**config.mk**
```make
export PLATFORM = sky130hd
export DESIGN_NAME = reg_file_wb
export DESIGN_NICKNAME = d
export VERILOG_FILES = /design/src/rtl/mips_pkg.sv /design/src/rtl/reg_file_wb_wr_decoder.sv /design/src/rtl/reg_file_wb.sv
export SDC_FILE = /design/constraint.sdc
export NUM_CORES = 2
export LEC_CHECK = 0
export ABC_AREA = 1
export CORE_ASPECT_RATIO = 0.75
export CORE_MARGIN = 5
export CORE_UTILIZATION = 35
export DETAILED_ROUTE_END_ITERATION = 12
export PLACE_DENSITY = 0.61
export SYNTH_ARGS = -nofsm -noshare
export SYNTH_HDL_FRONTEND = slang
export SYNTH_SLANG_ARGS = --single-unit
export TNS_END_PERCENT = 20
```
**constraint.sdc**
```tcl
create_clock -name clk -period 55.3 [get_ports clk]
set_input_delay 8.295 -clock clk [delete_from_list [all_inputs] [get_ports clk]]
set_output_delay 8.295 -clock clk [all_outputs]
set_load 0.1 [all_outputs]
```
**src/rtl/mips_pkg.sv**
```systemverilog
// Shared MIPS core constants: datapath width, register-file geometry, hardwired zero register.
package mips_pkg;

    localparam int unsigned DW_C     = 32;
    localparam int unsigned AW_C     = 5;
    localparam int unsigned NREG_C   = 32;
    localparam int unsigned REG_ZERO = 0;

endpackage : mips_pkg

```
**src/rtl/reg_file_wb_wr_decoder.sv**
```systemverilog
// Enable-gated AW -> NREG one-hot decoder; output bit 0 is never asserted (register 0 is hardwired).
module wr_decoder
    import mips_pkg::*;
#(
    parameter int unsigned AW   = AW_C,
    parameter int unsigned NREG = NREG_C
) (
    input  logic            en_i,
    input  logic [AW-1:0]   addr_i,
    output logic [NREG-1:0] onehot_o
);

    // One-hot decode of addr_i when enabled, with the zero-register select forced low.
    always_comb begin
        onehot_o = '0;
        if (en_i) begin
            onehot_o[addr_i] = 1'b1;
        end
        onehot_o[REG_ZERO] = 1'b0;
    end

endmodule : wr_decoder

```
**src/rtl/reg_file_wb.sv**
```systemverilog
// MIPS register file with write-back decode, two combinational read ports, optional
// same-cycle write-to-read forwarding, and a per-register load-busy scoreboard.
module reg_file_wb
    import mips_pkg::*;
#(
    parameter int unsigned DW     = DW_C,
    parameter int unsigned NREG   = NREG_C,
    parameter int unsigned AW     = AW_C,
    parameter int unsigned BYPASS = 1
) (
    input  logic          clk,
    input  logic          rst,
    input  logic [AW-1:0] ra1,
    input  logic [AW-1:0] ra2,
    output logic [DW-1:0] rd1,
    output logic [DW-1:0] rd2,
    input  logic          we,
    input  logic [AW-1:0] wa,
    input  logic [DW-1:0] wd,
    input  logic          ld_issue,
    input  logic [AW-1:0] ld_dst,
    output logic          busy1,
    output logic          busy2,
    output logic          stall
);

    localparam bit BYP_EN = (BYPASS != 0);

    logic [NREG-1:0][DW-1:0] regs_q, regs_d;
    logic [NREG-1:0]         busy_q, busy_d;
    logic [NREG-1:0]         wr_oh;
    logic [NREG-1:0]         set_oh;
    logic                    wr_live;

    // Write-back select: also clears the busy bit of the completing load.
    wr_decoder #(
        .AW   (AW),
        .NREG (NREG)
    ) u_wr_dec (
        .en_i     (we),
        .addr_i   (wa),
        .onehot_o (wr_oh)
    );

    // Load-issue select: marks the load destination busy.
    wr_decoder #(
        .AW   (AW),
        .NREG (NREG)
    ) u_set_dec (
        .en_i     (ld_issue),
        .addr_i   (ld_dst),
        .onehot_o (set_oh)
    );

    // Next-state: steer wd into the selected register; set beats clear on the same register.
    always_comb begin
        regs_d = regs_q;
        busy_d = (busy_q & ~wr_oh) | set_oh;
        for (int i = 0; i < int'(NREG); i++) begin
            if (wr_oh[i]) begin
                regs_d[i] = wd;
            end
        end
    end

    // Storage and scoreboard, cleared asynchronously.
    always_ff @(posedge clk or posedge rst) begin
        if (rst) begin
            regs_q <= '0;
            busy_q <= '0;
        end else begin
            regs_q <= regs_d;
            busy_q <= busy_d;
        end
    end

    // A write-back is forwardable only when it targets a real (non-zero) register.
    assign wr_live = we && (wa != AW'(REG_ZERO));

    // Read ports with optional forwarding; a forwarded write-back also hides the stale busy bit.
    always_comb begin
        rd1   = regs_q[ra1];
        rd2   = regs_q[ra2];
        busy1 = busy_q[ra1];
        busy2 = busy_q[ra2];
        if (BYP_EN && wr_live && (wa == ra1)) begin
            rd1   = wd;
            busy1 = 1'b0;
        end
        if (BYP_EN && wr_live && (wa == ra2)) begin
            rd2   = wd;
            busy2 = 1'b0;
        end
        if (ra1 == AW'(REG_ZERO)) begin
            rd1   = '0;
            busy1 = 1'b0;
        end
        if (ra2 == AW'(REG_ZERO)) begin
            rd2   = '0;
            busy2 = 1'b0;
        end
        if (rst) begin
            rd1   = '0;
            rd2   = '0;
            busy1 = 1'b0;
            busy2 = 1'b0;
        end
    end

    // Hazard stall request.
    assign stall = busy1 | busy2;

endmodule : reg_file_wb

```
* After elaboration in Yosys (flattened, before gate mapping)
Cells that the tools add are included.
Operators by class: order comparisons 6, equal/unequal tests 2, mux-type cells 26, bitwise gates (word level) 4, reduce and logical (&&, ||, !) cells 8
Operators by type and width (number):
- $bmux W32 S5 | 2
- $mux W32 | 10
- $and A32 B32 Y32 | 1
- $not A32 Y32 | 1
- $or A32 B32 Y32 | 1
- $lt A5 B6 Y1 const B | 4
- $bmux W1 S5 | 2
- $demux W1 S5 | 2
- $eq A5 B5 Y1 | 2
- $ge A5 B1 Y1 const B | 2
- $logic_not A5 Y1 | 2
- $mux W1 | 10
- $logic_and A1 B1 Y1 | 5
- $reduce_bool A5 Y1 | 1
- $or A1 B1 Y1 | 1
Storage, ports and cells: register bits after elaboration 1024, word-level logic and storage cells 78

* Logic depth before layout (Yosys ltp)
depth in word-level cells 8, depth in mapped cells 12, gate-level depth less buffers 11

* Modules after synthesis
From an unflattened synthesis, not the netlist that was laid out.
Second synthesis, totals: cells, all modules 8082, area, all modules 60471.7 um^2
By module, submodules not included:
- reg_file_wb | times used 1, cells an instance 7980, area each 60056.3 um^2, seq. area each 26425.3 um^2
- wr_decoder | times used 2, cells an instance 51, area each 207.7 um^2, seq. area each 0.0 um^2

* Least setup slack after synthesis
Ideal clock, no wire load.
path type input to output, start point input port rst, end point output port rd2[22], data arrival time 35070 ps, data required time 47005 ps, setup slack 11935 ps, stages 6, buffers on the path 1, path through inv_1 > nand2_1 > inv_1 > clkbuf_1 > o21ai_0 > a21oi_1
Between the ends: word-level cells in the longest chain between the ends 1
Ends and longest elaborated chain:
- start: declaration | RTL line reg_file_wb.sv:12 | input logic rst,
- $mux W32 | RTL line reg_file_wb.sv:102 | if (rst) begin
- end: declaration | RTL line reg_file_wb.sv:16 | output logic [DW-1:0] rd2,
No other way between the ends.

* Final worst setup path
start point input port ra1[1], end point output port rd1[29]
Between the ends: word-level cells in the longest chain between the ends 5, elaborated cells on any way between the ends 8, classes of those cells 1 x eq/ne; 5 x mux; 2 x reduce/logical
Ends and longest elaborated chain:
- start: declaration | RTL line reg_file_wb.sv:13 | input logic [AW-1:0] ra1,
- $bmux W32 S5 or $eq A5 B5 Y1 (tied branches) | RTL line reg_file_wb.sv:82, reg_file_wb.sv:86
- $mux W32 (not written as such) or $logic_and A1 B1 Y1 (tied branches) | RTL line reg_file_wb.sv:82, reg_file_wb.sv:86
- $mux W32 | RTL line reg_file_wb.sv:86 | if (BYP_EN && wr_live && (wa == ra1)) begin
- $mux W32 * | RTL line reg_file_wb.sv:94 | if (ra1 == AW'(REG_ZERO)) begin
- $mux W32 * | RTL line reg_file_wb.sv:102
- end: declaration | RTL line reg_file_wb.sv:15 | output logic [DW-1:0] rd1,
Every way passes the cells marked *; elsewhere a longest branch is shown, timed or not. The select of a mux whose other input is x is not followed.

==> flow_metrics.py <==
metrics = {
    "outcome": {
        "status": "finished, final reports clean",
    },
    "setup_path": {
        "start_kind": "input port",
        "r2r_slack_ps": 54520,
        "worstPathCellList": "buf_8, inv_2, buf_4, buf_4, nand2_4, buf_4, nor2_1, nor2_1, nand2_1, nand2_1, nand2_1, nor2_1, nor2_1, nor2_1, nor2_1, clkdlybuf4s50_1",
        "crit_type": "input port to primary output",
        "worstPathArrival_ps": 13210,
        "slowest_stage": "clkdlybuf4s50_1",
        "crit_path_end_kind": "primary output",
        "critical_path_buf_inv_count": 6,
        "worst_r2r_path_depth": 2,
        "critPathMaxFanout": 49,
        "crit_family": "buffers and inverters",
        "cp.required_ps": 47010,
        "slowest_delay_ps": 1210,
        "cp_common_cell": "nor2_1",
        "r2r_end": "busy_q[9]$_DFF_PP0_",
        "timing.rr.start": "busy_q[9]$_DFF_PP0_",
    },
    "clocking": {
        "cts_tree": "built",
        "post_cts_buffers": 0,
        "clock_latency_ps": 730,
        "cts_made_buffers": 116,
        "cts.reportedPaths.clkPinSlew_ps": 60,
        "cts-root-buf": "clkbuf_16",
        "ctsLongestPathBuffers": 3,
        "post_cts_resized": 0,
        "cts_sinks": 1023,
        "htree_levels": 3,
        "hold_buffers": 0,
    },
    "min_path": {
        "hold_start": "regs_q[66]$_DFFE_PP0P_",
        "hp-class": "flip-flop to flip-flop",
        "min_to": "regs_q[66]$_DFFE_PP0P_",
        "hold_depth": 2,
    },
    "detailed_routing": {
        "firstDrtPassIters": 7,
        "dr.first_iter.drc_count": 8651,
        "wl_per_cell_um": 25.9,
        "wl_um": 256000,
        "post-route-drc-count": 0,
        "via_count": 57900,
        "viasPerCell": 5.85,
        "antenna_left": 0,
    },
    "global_routing": {
        "grt_overflow": 0,
        "grt_pass1_wl_um": 374000,
        "grt_max_degree": 190,
        "grt_pass1_vias": 54200,
        "antenna_found_initial": 10,
        "grt_use_total_pct": 29.2,
    },
    "yosys": {
        "synthMuxAreaShare_pct": 0,
        "avgSynthCellArea_um2": 7.14,
        "synth_area_leaders": "dfrtp_1, nand2_1, o21ai_0",
        "synth_compound_area_share_pct": 18.6,
        "synthAdderAreaFrac_pct": 0,
        "synth_commonest_cells": "nand2_1, o21ai_0, dfrtp_1, nand3_1, inv_1",
        "synth_top_area_share_pct": 45.1,
        "yosysWarnings": 0,
        "synth_area_um2": 56800,
        "yosys.area_share.xor_xnor_pct": 0.0925,
        "synth_simple_gate_area_share_pct": 26.5,
        "synthCells": 7956,
        "synth-async-reset-ratio_pct": 100,
        "synth_edf_count": 0,
        "synth_top_cell_by_area": "dfrtp_1",
        "synth-seq-cells": 1023,
        "ys.flop_type": "dfrtp_1",
        "synth_nets": 8012,
        "seq_area_frac_synth_pct": 45.1,
        "synth_top_family_by_area": "simple AND/OR/NAND/NOR gates",
        "synth.distinct_cells": 30,
        "yosysMostFrequentCell": "nand2_1",
    },
    "placement": {
        "portBuffers": 122,
        "place_congestion": 0.898,
        "hpwl_um": 140000,
        "pre_cts_slack_ps": 34030,
    },
    "run": {
        "cap_violations": 0,
    },
    "final_layout": {
        "fin_util_pct": 39.0,
        "nFillCells": 16600,
        "seq_area_um2": 25600,
        "multiInputGateArea_um2": 25900,
        "final_layout_size_suffix_gt1_share_pct": 5.42,
        "fin_nets": 7711,
        "area_growth_pct": 11.1,
    },
    "power_and_ir_drop": {
        "p_int_mw": 1.52,
        "vdd_drop_max_mv": 0.0265,
        "pwr-share-clk_pct": 34.1,
        "combPwrFrac_pct": 22.6,
        "p_sw_share_pct": 34.1,
        "power_density_nw_per_um2": 36.6,
        "p_leak_nw": 28.0,
        "sequentialPowerShare_pct": 43.2,
        "p_sw_uw": 788,
    },
    "sta": {
        "fin_setup_tns_ps": 0,
        "worst_clock_skew_ps": 0,
        "slew_violations": 0,
        "clock.fmax_ghz": 0.0465,
        "min_period_over_period_pct": 38.9,
        "period_minus_slack_ps": 21500,
        "setup_violations": 0,
        "hold_violations": 0,
        "final.setup.worst_slack_ps": 33800,
        "maxSlewHeadroom_pct": 7.77,
        "rsz0062_at_grt": "false",
        "tightest_slew_ps": 1380,
    },
    "floorplan": {
        "fp.dieH_um": 359,
        "num_rows": 128,
        "start_util_pct": 35.1,
        "ios": 123,
        "die_w_um": 475,
        "die_area_um2": 171000,
        "core_area_um2": 162000,
    },
}
registers in the layout (all words and copies together) (netlist names):
signal	flops
regs_q	992
busy_q	31
layer usage:
metal	wire length (µm)	vias to the layer above	track usage [%]
met5	26	-	0
met4	19200	4	18.0
met1	97800	27200	38.2
met3	34200	1001	8.78
li1	-	25500	-
met2	105000	4180	42.1
cell usage in the layout (no fill, tap or decap), drive strengths merged:
cell type | Yosys | layout
a21oi | 399 | 399
a22oi | 3 | 3
buf | 305 | 154
bufinv | 0 | 7
clkbuf | 380 | 163
clkdlybuf4s50 | 0 | 112
clkinv | 6 | 38
clkinvlp | 0 | 4
dfrtp | 1023 | 1023
diode | 0 | 8
inv | 702 | 701
nand2 | 2160 | 2160
nand3 | 900 | 900
nand4 | 62 | 62
nor2 | 501 | 501
nor3 | 13 | 13
o211ai | 415 | 415
o21a | 5 | 5
o21ai | 1058 | 1058
o21bai | 1 | 1
o22ai | 16 | 16
o31ai | 1 | 1
xnor2 | 4 | 4
xor2 | 2 | 2
power groups by stage:
stage | Clock [mW] | Combinational [mW] | Sequential (mW)
after floorplan | 0 | 0.372 | 0.992
after global placement | 0 | 0.498 | 1.00
after detailed placement | 0 | 0.510 | 1.01
after CTS | 0.795 | 0.512 | 0.995
after global routing | 0.824 | 0.581 | 1.02
final | 0.789 | 0.523 | 0.999
worst min-delay path, cell delays in order (launching register included):
cell and delay (ps):
dfrtp_1 350, nand2_1 50, o21ai_0 60
through the flow:
stage          power, mW  cell area [µm²]  std cells  hold slack [ps]
6_report            2.31            63100       9895              500
5_1_grt             2.42            63100       9887              519
4_1_cts             2.30            63100       9887              502
3_5_place_dp        1.52            59300       9682              486
3_3_place_gp        1.50            59300       9682              479
2_1_floorplan       1.36            56800       7956              464
how the worst max path moves through the flow:
| stage | cells after the start | endpoint | startpoint |
|---|---|---|---|
| floorplan | 6 | rd2[22] | rst |
| global placement | 16 | rd1[29] | ra1[1] |
| detailed placement | 16 | rd1[29] | ra1[1] |
| CTS | 13 | rd2[26] | ra2[0] |
| global route | 13 | rd2[18] | ra2[0] |
| finish | 16 | rd1[29] | ra1[1] |
logic make-up after synthesis:
family	Yosys count
buffers and inverters	1393
flip-flops	1023
XOR/XNOR	6
AO/OA/AOI/OAI	1898
AND/OR/NAND/NOR	3636
final cells by class:
cell class	instances	share of cell area, %
well taps	2145	4.25
clock inverters	42	0.698
multi-input cells	5540	41.0
clock buffers	163	5.31
flip-flops and latches	1023	40.6
repair buffers	266	3.86
inverters	708	4.24
diodes	8	0.0317
(Power assumes the default switching activity.)
